File: src/rtl/pchip_seq_pkg.sv
// Shared definitions for the pchip fire/done sequencer: FSM states, default sizes, clog2.
package pchip_seq_pkg;

    typedef enum logic [1:0] {
        StIdle = 2'd0,
        StFire = 2'd1,
        StWait = 2'd2,
        StDone = 2'd3
    } pchip_state_e;

    localparam int unsigned DEF_N_CH = 4;
    localparam int unsigned DEF_TO_W = 16;

    // Ceiling log2; returns 0 for v <= 1.
    function automatic int unsigned clog2(input int unsigned v);
        int unsigned r;
        r = 0;
        while ((32'd1 << r) < v) begin
            r = r + 1;
        end
        return r;
    endfunction

endpackage

File: src/rtl/pchip_seq_next_ch.sv
// Combinational finder: lowest set bit of mask strictly above idx, or the lowest set bit of the
// whole mask when from_start is high (the "index = -1" search used at accept).
module pchip_seq_next_ch #(
    parameter int unsigned N_CH  = 4,
    parameter int unsigned PTR_W = 2
) (
    input  logic [N_CH-1:0]  mask,
    input  logic [PTR_W-1:0] idx,
    input  logic             from_start,
    output logic [PTR_W-1:0] nxt,
    output logic             vld
);

    // Scan downwards so the lowest qualifying index is the last one written.
    always_comb begin
        nxt = '0;
        vld = 1'b0;
        for (int i = int'(N_CH) - 1; i >= 0; i--) begin
            if (mask[i] && (from_start || (i > int'(idx)))) begin
                nxt = PTR_W'(i);
                vld = 1'b1;
            end
        end
    end

endmodule

File: src/rtl/pchip_seq.sv
// pchip fire/done sequencer: fans one fire_pchip out to N_CH channels, sequentially or in
// parallel, and returns one done_pchip. Optional per-channel timeout when PCHIP_SEQ_TIMEOUT_EN
// is defined; without it err_ch stays 0 and to_lim is ignored.
module pchip_seq
    import pchip_seq_pkg::*;
#(
    parameter int unsigned N_CH = DEF_N_CH,
    parameter int unsigned TO_W = DEF_TO_W
) (
    input  logic            clk_sys,
    input  logic            rst,
    input  logic            fire_pchip,
    input  logic [N_CH-1:0] ch_en,
    input  logic            mode_par,
    input  logic [TO_W-1:0] to_lim,
    output logic            done_pchip,
    output logic            busy,
    output logic [N_CH-1:0] fire_ch,
    input  logic [N_CH-1:0] done_ch,
    output logic [N_CH-1:0] err_ch,
    output logic            ovr
);

    localparam int unsigned PTR_W = (N_CH > 1) ? clog2(N_CH) : 1;

    pchip_state_e    state_q, state_d;
    logic [N_CH-1:0] mask_q, mask_d;
    logic [N_CH-1:0] pend_q, pend_d;
    logic [N_CH-1:0] fire_q, fire_d;
    logic [N_CH-1:0] err_q, err_d;
    logic [PTR_W-1:0] ptr_q, ptr_d;
    logic            mode_q, mode_d;
    logic            done_q, done_d;
    logic            busy_q, busy_d;
    logic            ovr_q, ovr_d;
    logic            expire;

    logic [N_CH-1:0] pend_nx;
    logic [PTR_W-1:0] nxt_idx;
    logic             nxt_vld;
    logic             in_idle;

    assign in_idle = (state_q == StIdle);

    pchip_seq_next_ch #(
        .N_CH (N_CH),
        .PTR_W(PTR_W)
    ) u_next_ch (
        .mask      (in_idle ? ch_en : mask_q),
        .idx       (ptr_q),
        .from_start(in_idle),
        .nxt       (nxt_idx),
        .vld       (nxt_vld)
    );

`ifdef PCHIP_SEQ_TIMEOUT_EN
    logic [TO_W-1:0] cnt_q, lim_q;

    // Timeout counter: cleared in FIRE, counts WAIT cycles and saturates; limit latched at accept.
    always_ff @(posedge clk_sys) begin
        if (rst) begin
            cnt_q <= '0;
            lim_q <= '0;
        end else begin
            if (in_idle && fire_pchip) lim_q <= to_lim;
            if (state_q == StFire) begin
                cnt_q <= '0;
            end else if (state_q == StWait && cnt_q != '1) begin
                cnt_q <= cnt_q + TO_W'(1);
            end
        end
    end

    // The expiry cycle is the lim-th WAIT cycle; a zero limit never expires.
    assign expire = (lim_q != '0) && (cnt_q >= lim_q - TO_W'(1));
`else
    logic unused_to_lim;
    assign unused_to_lim = ^to_lim;
    assign expire        = 1'b0;
`endif

    // Next-state logic; outputs are precomputed from the next state so they come out registered.
    always_comb begin
        state_d = state_q;
        mask_d  = mask_q;
        pend_d  = pend_q;
        err_d   = err_q;
        ptr_d   = ptr_q;
        mode_d  = mode_q;
        ovr_d   = ovr_q;
        pend_nx = pend_q & ~done_ch;

        unique case (state_q)
            StIdle: begin
                if (fire_pchip) begin
                    mask_d = ch_en;
                    pend_d = ch_en;
                    mode_d = mode_par;
                    err_d  = '0;
                    ovr_d  = 1'b0;
                    if (ch_en == '0) begin
                        state_d = StDone;
                    end else begin
                        state_d = StFire;
                        ptr_d   = nxt_idx;
                    end
                end
            end
            StFire: state_d = StWait;
            StWait: begin
                if (!mode_q) begin
                    // A done in the expiry cycle wins over the timeout.
                    if (done_ch[ptr_q] || expire) begin
                        if (!done_ch[ptr_q]) err_d[ptr_q] = 1'b1;
                        if (nxt_vld) begin
                            ptr_d   = nxt_idx;
                            state_d = StFire;
                        end else begin
                            state_d = StDone;
                        end
                    end
                end else begin
                    pend_d = pend_nx;
                    if (pend_nx == '0) begin
                        state_d = StDone;
                    end else if (expire) begin
                        err_d   = err_q | pend_nx;
                        pend_d  = '0;
                        state_d = StDone;
                    end
                end
            end
            StDone: state_d = StIdle;
            default: state_d = StIdle;
        endcase

        // Requests while busy are never queued, only flagged.
        if (!in_idle && fire_pchip) ovr_d = 1'b1;

        fire_d = '0;
        if (state_d == StFire) fire_d = mode_d ? mask_d : (N_CH'(1) << ptr_d);
        done_d = (state_d == StDone);
        busy_d = (state_d != StIdle);
    end

    // State and output registers with synchronous reset.
    always_ff @(posedge clk_sys) begin
        if (rst) begin
            state_q <= StIdle;
            mask_q  <= '0;
            pend_q  <= '0;
            fire_q  <= '0;
            err_q   <= '0;
            ptr_q   <= '0;
            mode_q  <= 1'b0;
            done_q  <= 1'b0;
            busy_q  <= 1'b0;
            ovr_q   <= 1'b0;
        end else begin
            state_q <= state_d;
            mask_q  <= mask_d;
            pend_q  <= pend_d;
            fire_q  <= fire_d;
            err_q   <= err_d;
            ptr_q   <= ptr_d;
            mode_q  <= mode_d;
            done_q  <= done_d;
            busy_q  <= busy_d;
            ovr_q   <= ovr_d;
        end
    end

    assign fire_ch    = fire_q;
    assign done_pchip = done_q;
    assign busy       = busy_q;
    assign err_ch     = err_q;
    assign ovr        = ovr_q;

endmodule

File: config.mk
export PLATFORM = sky130hd
export DESIGN_NAME = pchip_seq
export DESIGN_NICKNAME = d
export VERILOG_FILES = /design/src/rtl/pchip_seq_pkg.sv /design/src/rtl/pchip_seq_next_ch.sv /design/src/rtl/pchip_seq.sv
export SDC_FILE = /design/constraint.sdc
export NUM_CORES = 1
export LEC_CHECK = 0
export BUFFER_PORTS_ARGS = -buffer_cell sky130_fd_sc_hd__buf_4
export CELL_PAD_IN_SITES_DETAIL_PLACEMENT = 1
export CELL_PAD_IN_SITES_GLOBAL_PLACEMENT = 2
export CORE_MARGIN = 2
export CORE_UTILIZATION = 26
export CTS_CLUSTER_SIZE = 8
export DETAILED_ROUTE_END_ITERATION = 8
export PLACE_DENSITY_LB_ADDON = 0.1
export RECOVER_POWER = 25
export SETUP_SLACK_MARGIN = 0.3
export SYNTH_ARGS = -nofsm -noshare
export SYNTH_HDL_FRONTEND = slang
export SYNTH_HIERARCHICAL = 1
export SYNTH_SLANG_ARGS = --single-unit
File: constraint.sdc
create_clock -name clk_sys -period 2.6 [get_ports clk_sys]
set_clock_uncertainty 0.15 [all_clocks]
set_input_delay 0.13 -clock clk_sys [delete_from_list [all_inputs] [get_ports clk_sys]]
set_output_delay 0.13 -clock clk_sys [all_outputs]
set_load 0.03 [all_outputs]
== Word level (Yosys, flattened, before mapping) ==
Cells that the tools add are included.

* Register bits: 20
* Logic and storage cells: 78
* Output and inout port bits: 11

* $lt $le $gt $ge: 4
* Shift operators: 1
* Reductions and logical operators: 19
* Bitwise gates (word level): 3
* Equal/unequal tests: 7
* Multiplexer cells: 35

{| class="wikitable"
|+ Operators by type and width
! kind !! number
|-
| $mux 2 || 15
|-
| $mux 4 || 6
|-
| $mux 1 || 10
|-
| $logic_not 4->1 || 2
|-
| $pmux 2 s4 || 1
|-
| $pmux 4 s2 || 1
|-
| $reduce_bool 2->1 || 4
|-
| $eq 2x2->1 const B || 3
|-
| $logic_and 1x1->1 || 5
|-
| $and 4x4->4 || 1
|-
| $eq 2x1->1 const B || 2
|-
| $gt 2x2->1 const A || 2
|-
| $ne 2x2->1 const B || 2
|-
| $not 4->4 || 1
|-
| $pmux 2 s2 || 1
|-
| $shl 1x2->4 const A || 1
|-
| $logic_or 1x1->1 || 3
|-
| $lt 2x3->1 const B || 1
|-
| $reduce_and 3->1 || 1
|-
| $bmux 1 s2 || 1
|-
| $gt 1x2->1 const A || 1
|-
| $logic_not 2->1 || 1
|-
| $reduce_and 2->1 || 1
|-
| $reduce_or 2->1 || 1
|-
| 2 further kinds || 2
|}

== Logic depth before layout (Yosys ltp) ==
Gate-level depths: netlist of run 1.

* Word-level depth: 14
* Gate-level depth with buffers: 12

== Hierarchy ==
The synthesis of run 1 kept the hierarchy.

{| class="wikitable"
|+ Modules (own cells, without submodules)
! module !! area an instance (um^2) !! times used !! cells an instance
|-
| pchip_seq || 1196.1 || 1 || 142
|-
| pchip_seq_next_ch || 93.8 || 1 || 16
|}

== Worst setup path after synthesis of run 1 ==
No wires, ideal clock.

* Path type: register to register
* From: reg state_q[0]
* To: reg fire_q[0], in the netlist fire_ch[0]
* Arrival: 2.538 ns
* Path slack: -0.205 ns
* Path buffers: 1
* Data required time: 2.333 ns
* Library setup time: 0.117 ns
* Cell stages (with the launch flop): 13
* Cells stage by stage: dfxtp_1 -> buf_2 -> nor2_1 -> nand2_1 -> o21ai_0 -> nor2_1 -> a2bb2oi_1 -> o21ai_0 -> or3b_1 -> o22ai_2 -> a21oi_2 -> a2111oi_0 -> and4b_1

* Word-level cells in the longest chain between the ends: 14
* Elaborated cells between the ends (all ways): 39
* Classes of those cells: 4 x eq/ne; 1 x shift; 24 x mux; 1 x bitwise; 9 x reduce/logical

{| class="wikitable"
|+ Ends and longest elaborated chain
! element !! RTL line !! RTL
|-
| from (decl) || pchip_seq.sv:26 || <nowiki>pchip_state_e state_q, state_d;</nowiki>
|-
| from (signal assigned) || pchip_seq.sv:149 || <nowiki>state_q <= StIdle;</nowiki>
|-
| from (signal assigned) || pchip_seq.sv:160 || <nowiki>state_q <= state_d;</nowiki>
|-
| $logic_not 2->1 (*) || pchip_seq.sv:43 || <nowiki>assign in_idle = (state_q == StIdle);</nowiki>
|-
| via in_idle || pchip_seq.sv:41 || <nowiki>logic in_idle;</nowiki>
|-
| $mux 4 or $logic_or 1x1->1 (tied branches) || pchip_seq.sv:49, pchip_seq_next_ch.sv:19 ||
|-
| $logic_and 1x1->1 || pchip_seq_next_ch.sv:19 || <nowiki>if (mask[i] && (from_start || (i > int'(idx)))) begin</nowiki>
|-
| $mux 1 (3 in a row) || pchip_seq_next_ch.sv:19 ||
|-
| $mux 1 (*) || pchip_seq_next_ch.sv:19 ||
|-
| via nxt_vld || pchip_seq.sv:40 || <nowiki>logic nxt_vld;</nowiki>
|-
| $mux 2 || pchip_seq.sv:115 || <nowiki>if (nxt_vld) begin</nowiki>
|-
| $mux 2 || pchip_seq.sv:113 || <nowiki>if (done_ch[ptr_q] || expire) begin</nowiki>
|-
| $mux 2 || pchip_seq.sv:111 || <nowiki>if (!mode_q) begin</nowiki>
|-
| $pmux 2 s4 || pchip_seq.sv:93 || <nowiki>unique case (state_q)</nowiki>
|-
| $eq 2x1->1 || pchip_seq.sv:141 || <nowiki>if (state_d == StFire) fire_d = mode_d ? mask_d : (N_CH'(1) << ptr_d);</nowiki>
|-
| $not 1->1 (no line) || n/a ||
|-
| $reduce_or 2->1 (no line) || n/a ||
|-
| to (signal assigned) || pchip_seq.sv:163 || <nowiki>fire_q <= fire_d;</nowiki>
|-
| to (decl) || pchip_seq.sv:29 || <nowiki>logic [N_CH-1:0] fire_q, fire_d;</nowiki>
|}

Mark *: on every way through the listed nets, which the timed path passes. The rest lies on a longest branch.
A chain may end at the register's enable or synchronous reset.

== Final worst setup path of run 1 ==
* From: reg state_q[1]
* To: reg fire_q[3], in the netlist fire_ch[3]

The elaborated chain is that of the path after synthesis.

==> results.py, run 1 <==
metrics = {
    "place": {
        "place.gp.congestion": 0.756,
        "io_buffers": 18,
        "dpl.hpwl_mm": 2.93,
        "dp.cells": 240,
        "placed_area_um2": 1490,
    },
    "worst_setup_path": {
        "endpoint_kind": "flop",
        "worst_r2r_path_depth": 12,
        "cpPeakStageDelay_ns": 0.34,
        "cp.required_ns": 2.65,
        "crit_arrival_ns": 2.52,
        "criticalPathCategory": "reg2reg",
        "path_cells": "nor2_4, buf_12, o21ai_4, nor2_2, a2bb2oi_2, o21ai_2, or3b_4, o22ai_4, a21oi_4, buf_6, mux2i_2, and3_4",
        "crit_slowest_cell": "dfxtp_2",
        "start_kind": "flop",
        "critPathMaxFanout": 7,
    },
    "route": {
        "routedLengthMet1_mm": 1.84,
        "routedWlPerCell_um": 15.7,
        "via_per_inst": 5.02,
        "ant_nets": 0,
        "drt_pass1_iterations": 4,
        "route.met2.wl_mm": 1.96,
        "drt-initial-drc-count": 51,
        "wl_met3_um": 93,
        "wirelength_mm": 3.91,
        "vias": 1249,
        "drcViolationCount": 0,
        "routed.top_layer": "met4",
    },
    "finish": {
        "fin_cells": 249,
        "diodes": 0,
        "fin_nets": 212,
        "syn_to_final_growth_pct": 30.1,
        "drive_gt1_share_pct": 33.5,
        "layout_common_cells": "19 x buf_4, 18 x dfxtp_1, 15 x nand2_1, 11 x nor2_1",
        "mostFrequentLayoutCell": "buf_4",
        "final_area_um2": 1680,
        "n_fill_cell": 588,
    },
    "yosys": {
        "syn_area_per_cell_um2": 8.16,
        "synth_warnings": 6,
        "synth.distinct_cells": 45,
        "synth_top_cell_area_share_pct": 31.0,
        "synth_cells": 158,
        "postSynth.asyncResetShare_pct": 0,
        "yosys.area.top_type": "dfxtp_1",
        "synth_area_leaders": "dfxtp_1 31%, nand2_1 4.7%, a21oi_1 4.3%",
        "ys_seq_area_share_pct": 31.0,
        "ys.flop_type": "dfxtp_1",
        "synth-seq-cells": 20,
        "synth_edf_count": 0,
        "syn_area_um2": 1290,
    },
    "floorplan": {
        "die_height_um": 74.4,
        "rows": 25,
        "dieArea_um2": 5540,
        "core_region_area_um2": 4750,
        "die_w_um": 74.4,
        "initial_core_util_pct": 27.1,
        "io_pins": 39,
    },
    "clock_network": {
        "numCtsBuffers": 3,
        "root_buffer": "clkbuf_8",
        "cts_tree": "yes",
        "cts_buffer_depth": 2,
        "htreeDepth": 1,
        "clk_pin_slew_worst_paths_ns": 0.07,
        "worst_skew_pair.late_latency_ns": 0.25,
        "cts_sinks": 20,
    },
    "run_status": {
        "status": "finished, final reports clean",
    },
    "global_route": {
        "grt_overflow": 0,
        "grt_pass1_vias": 1269,
        "grt_max_degree": 19,
        "grt_pass1_wl_mm": 6.38,
        "antenna_found_initial": 0,
        "track_usage_pct": 15.1,
    },
    "pwr": {
        "pwr-share-comb_pct": 49.2,
        "intPower_w": 0.000694,
        "power.switching_w": 0.000446,
        "pwr-share-seq_pct": 33.0,
        "swShare_pct": 39.2,
        "p_leak_nw": 0.669,
        "powerDensity_nw_per_um2": 679,
        "peakVddDrop_mv": 0.311,
        "pwr-share-clk_pct": 17.7,
    },
    "sta": {
        "worst_slew_pin_slew_ns": 0.576,
        "max_slew_margin_pct": 60.6,
        "rsz0062_at_grt": "yes",
        "fin_crit_sh_pct": 95.0,
        "hold_viol": 0,
        "fmax_ghz": 0.405,
        "fin_setup_tns_ns": 0,
        "drv_slew": 0,
        "min_period_ns": 2.47,
        "setup_viol": 0,
    },
    "hold_path": {
        "hp-class": "in2reg",
        "hold_path_depth": 3,
    },
    "run": {
        "max_cap_viol_count": 0,
    },
}
==> cell type report <==
type | count | area, µm² | area share, %
sequential | 20 | 403 | 24.0
inverter | 10 | 37.5 | 2.24
timing repair buffer | 30 | 229 | 13.6
multi-input combinational | 119 | 883 | 52.6
clock buffer | 3 | 41.3 | 2.46
tap | 67 | 83.8 | 5.00
==> timing repair <==
action / in CTS / in global routing
pin swaps: 7 / 7
hold buffers: 1 / 0
setup endpoints to repair: 6 / 9
setup buffers: 4 / 1
cloned: 0 / 0
endpoints found under the hold margin: 8 / 0
gates resized for setup: 19 / 7
==> sequential cells by signal (all words and copies together), names as in the netlist <==
register and cells:
fire_ch 4, mask_q 4, pend_q 4, ptr_q 2, state_q 2, busy 1, done_pchip 1, mode_q 1
ovr 1
==> power groups by stage <==
stage / Sequential, W / Clock [W] / Combinational [W]
3_5_place_dp: 0.000384 / 0 / 0.000447
3_3_place_gp: 0.000381 / 0 / 0.000432
2_1_floorplan: 0.000391 / 0 / 0.000319
5_1_grt: 0.000383 / 0.000231 / 0.000607
4_1_cts: 0.000377 / 0.000222 / 0.000528
6_report: 0.000377 / 0.000202 / 0.000561
==> metrics by stage <==
stage | hold WS [ns] | total power (W) | worst slack, ns | utilization, %
after floorplan | 0.0915 | 0.000710 | 0.115 | -
after global placement | 0.267 | 0.000814 | 0.0901 | 31.3
after detailed placement | 0.269 | 0.000830 | -0.0203 | 31.3
after CTS | 0.0161 | 0.00113 | 0.118 | 34.6
after global routing | 0.0293 | 0.00122 | -0.0158 | 35.3
final | 0.0268 | 0.00114 | 0.130 | 35.3
==> per-layer routing <==
layer	vias to the layer above	global-route usage, %
met5	-	0
met4	0	3.57
met3	2	2.98
met2	15	25.5
met1	622	20.0
li1	610	-
==> path summary, 6_finish.rpt <==
kind	start	to	slack [ns]
min	fire_pchip	ovr	0.03
max	state_q[1]	fire_ch[3]	0.13
max reg2reg	state_q[1]	fire_ch[3]	0.13
min reg2reg	mask_q[0]	mask_q[0]	0.32
==> logic make-up after synthesis <==
logic type	count (synthesis)	synth area share [%]
multiplexers	7	6.50
AO/OA/AOI/OAI	46	24.5
AND/OR/NAND/NOR	62	27.3
buffers and inverters	22	10.4
flip-flops	20	31.0
other	1	0.291
==> cell usage after synthesis, drive strengths merged (2+ instances only) <==
cell,count
a31o,2
nor2b,4
and3,3
and2b,5
and4b,2
a21oi,12
clkbuf,2
inv,10
o21ai,10
a2111oi,3
o211a,2
or3b,2
nand2,16
nor3b,6
nor3,5
dfxtp,20
buf,10
nor2,14
mux2i,5
a31oi,8
==> critical path, delay by kind of cell (launching register included) <==
family	cells	cell delay, ns
simple gates	4	0.72
buf+inv	2	0.30
compound gates	5	0.70
flops	1	0.34
mux	1	0.21
Note: power is estimated with default switching activity, not from simulation.
==> inputs of run 2 (changes only) <==
--- a/config.mk
+++ b/config.mk
@@ -8,12 +8,13 @@
 export BUFFER_PORTS_ARGS = -buffer_cell sky130_fd_sc_hd__buf_4
 export CELL_PAD_IN_SITES_DETAIL_PLACEMENT = 1
 export CELL_PAD_IN_SITES_GLOBAL_PLACEMENT = 2
-export CORE_MARGIN = 2
+export CORE_MARGIN = 10
 export CORE_UTILIZATION = 26
 export CTS_CLUSTER_SIZE = 8
 export DETAILED_ROUTE_END_ITERATION = 8
 export PLACE_DENSITY_LB_ADDON = 0.1
 export RECOVER_POWER = 25
+export REMOVE_ABC_BUFFERS = 1
 export SETUP_SLACK_MARGIN = 0.3
 export SYNTH_ARGS = -nofsm -noshare
 export SYNTH_HDL_FRONTEND = slang
==> results.py, run 2 (synthesized netlist as in run 1, its figures left out) <==
metrics = {
    "route": {
        "drcViolationCount": 0,
        "vias": 1307,
        "drt_pass1_iterations": 4,
        "wirelength_mm": 4.39,
        "routedWlPerCell_um": 16.7,
        "routedLengthMet1_mm": 2.06,
        "wl_met3_um": 114,
        "via_per_inst": 4.97,
        "routed.top_layer": "met4",
        "route.met2.wl_mm": 2.16,
        "ant_nets": 0,
        "drt-initial-drc-count": 49,
    },
    "finish": {
        "mostFrequentLayoutCell": "buf_4",
        "drive_gt1_share_pct": 41.8,
        "fin_nets": 225,
        "diodes": 0,
        "fin_cells": 263,
        "n_fill_cell": 581,
        "layout_common_cells": "32 x buf_4, 18 x dfxtp_1, 14 x nand2_1, 10 x inv_1, 10 x nor2_1",
        "multiInputGateArea_um2": 883,
        "syn_to_final_growth_pct": 38.7,
        "seqCellArea_um2": 403,
    },
    "sta": {
        "drv_slew": 0,
        "fin_crit_sh_pct": 97.9,
        "worst_slew_pin_slew_ns": 0.631,
        "fmax_ghz": 0.393,
        "setup_viol": 0,
        "rsz0062_at_grt": "yes",
        "min_period_ns": 2.55,
        "max_slew_margin_pct": 56.8,
        "hold_viol": 0,
        "whs_ns": 0.0222,
    },
    "worst_setup_path": {
        "cpPeakStageDelay_ns": 0.40,
        "r2r_setup_slack_ns": 0.05,
        "r2r_end": "ptr_q[1]",
        "critPathTopFamily": "compound AO/OA/AOI/OAI gates",
        "cp.required_ns": 2.61,
        "rr_startpoint": "state_q[0]",
        "crit_path_frequent_cell": "buf_6",
        "start_kind": "flop",
        "criticalPathCategory": "reg2reg",
        "path_buf_inv": 3,
        "crit_slowest_cell": "or3b_4",
        "critPathMaxFanout": 8,
        "crit_arrival_ns": 2.56,
        "path_cells": "nor2_4, buf_6, nor2b_1, a2bb2oi_2, o21ai_2, or3b_4, o22ai_2, a21oi_2, buf_6, buf_6, o211a_1, a31o_2",
        "worst_r2r_path_depth": 12,
        "endpoint_kind": "flop",
    },
    "floorplan": {
        "dieArea_um2": 8180,
        "die_height_um": 90.4,
        "die_w_um": 90.4,
        "core_region_area_um2": 4750,
        "io_pins": 39,
        "rows": 25,
        "initial_core_util_pct": 27.1,
    },
    "clock_network": {
        "cts_buffer_depth": 2,
        "cts_hold_buffers": 0,
        "numCtsBuffers": 3,
        "root_buffer": "clkbuf_8",
        "htreeDepth": 1,
        "cts_tree": "yes",
        "clk_pin_slew_worst_paths_ns": 0.08,
        "worst_skew_pair.late_latency_ns": 0.26,
        "cts_sinks": 20,
    },
    "global_route": {
        "grt_max_degree": 19,
        "antenna_found_initial": 0,
        "grt_overflow": 0,
        "grt_pass1_vias": 1355,
        "grt_pass1_wl_mm": 7.02,
        "track_usage_pct": 10.3,
    },
    "hold_path": {
        "hp-class": "in2reg",
        "hold_path_depth": 2,
        "min_to": "state_q[1]",
        "hp-start": "rst",
    },
    "place": {
        "dp.cells": 252,
        "dpl.hpwl_mm": 3.21,
        "io_buffers": 18,
        "place.gp.congestion": 0.783,
    },
    "pwr": {
        "powerDensity_nw_per_um2": 691,
        "p_leak_nw": 0.753,
        "peakVddDrop_mv": 0.258,
    },
    "run_status": {
        "status": "finished, final reports clean",
    },
    "run": {
        "max_cap_viol_count": 0,
    },
}
-- run 2: area by class of cell --
| class | instances | area share [%] |
|---|---|---|
| Multi-Input combinational cell | 119 | 49.4 |
| Sequential cell | 20 | 22.5 |
| Timing Repair Buffer | 43 | 18.3 |
| Tap cell | 67 | 4.69 |
| Clock buffer | 4 | 3.08 |
| Inverter | 10 | 2.10 |
-- run 2: timing repair --
action                                  4_1_cts  5_1_grt
hold endpoints to repair                      0        0
endpoints found under the setup margin        9        9
resized for setup                            18       25
pin swaps                                     6        8
buffers inserted                              4        3
cloned                                        0        0
-- run 2: worst reg2reg max path, stage by stage, from the launching register on --
cell and delay (ns):
dfxtp_2 0.34, nor2_4 0.25, buf_6 0.18, nor2b_1 0.06
a2bb2oi_2 0.17, o21ai_2 0.06, or3b_4 0.40, o22ai_2 0.11
a21oi_2 0.07, buf_6 0.14, buf_6 0.11, o211a_1 0.21
a31o_2 0.21
-- run 2: worst max path at each step --
| stage | startpoint | to | slack, ns | depth (start not counted) |
|---|---|---|---|---|
| global route | state_q[0] | fire_ch[3] | -0.06 | 14 |
| floorplan | state_q[0] | fire_ch[1] | -0.25 | 11 |
| CTS | state_q[1] | ptr_q[1] | 0.06 | 13 |
| detailed placement | state_q[0] | ptr_q[1] | -0.29 | 13 |
| finish | state_q[0] | ptr_q[1] | 0.05 | 12 |
| global placement | state_q[0] | ptr_q[1] | -0.15 | 13 |
-- run 2: layer usage --
metal,up-vias,GRT usage (%)
li1,636,-
met1,649,12.5
met2,18,17.6
met3,4,2.24
met4,0,3.45
met5,-,0
-- run 2: stage by stage --
stage / setup TNS (ns) / setup WS [ns] / cell area [µm²] / power (W) / utilization (%)
global placement: -0.656 / -0.148 / 1560 / 0.000858 / 32.8
finish: 0 / 0.0547 / 1790 / 0.00124 / 37.6
floorplan: -1.17 / -0.251 / 1200 / 0.000662 / -
CTS: 0 / 0.0607 / 1690 / 0.00117 / 35.6
global route: -0.271 / -0.0601 / 1790 / 0.00132 / 37.6
detailed placement: -1.57 / -0.294 / 1560 / 0.000869 / 32.8
-- run 2: report_power, final --
group	leakage, nW	switching, W	internal, W
Clock	0.0288	0.000112	0.000135
Sequential	0.165	0.0000234	0.000342
Combinational	0.559	0.000336	0.000288
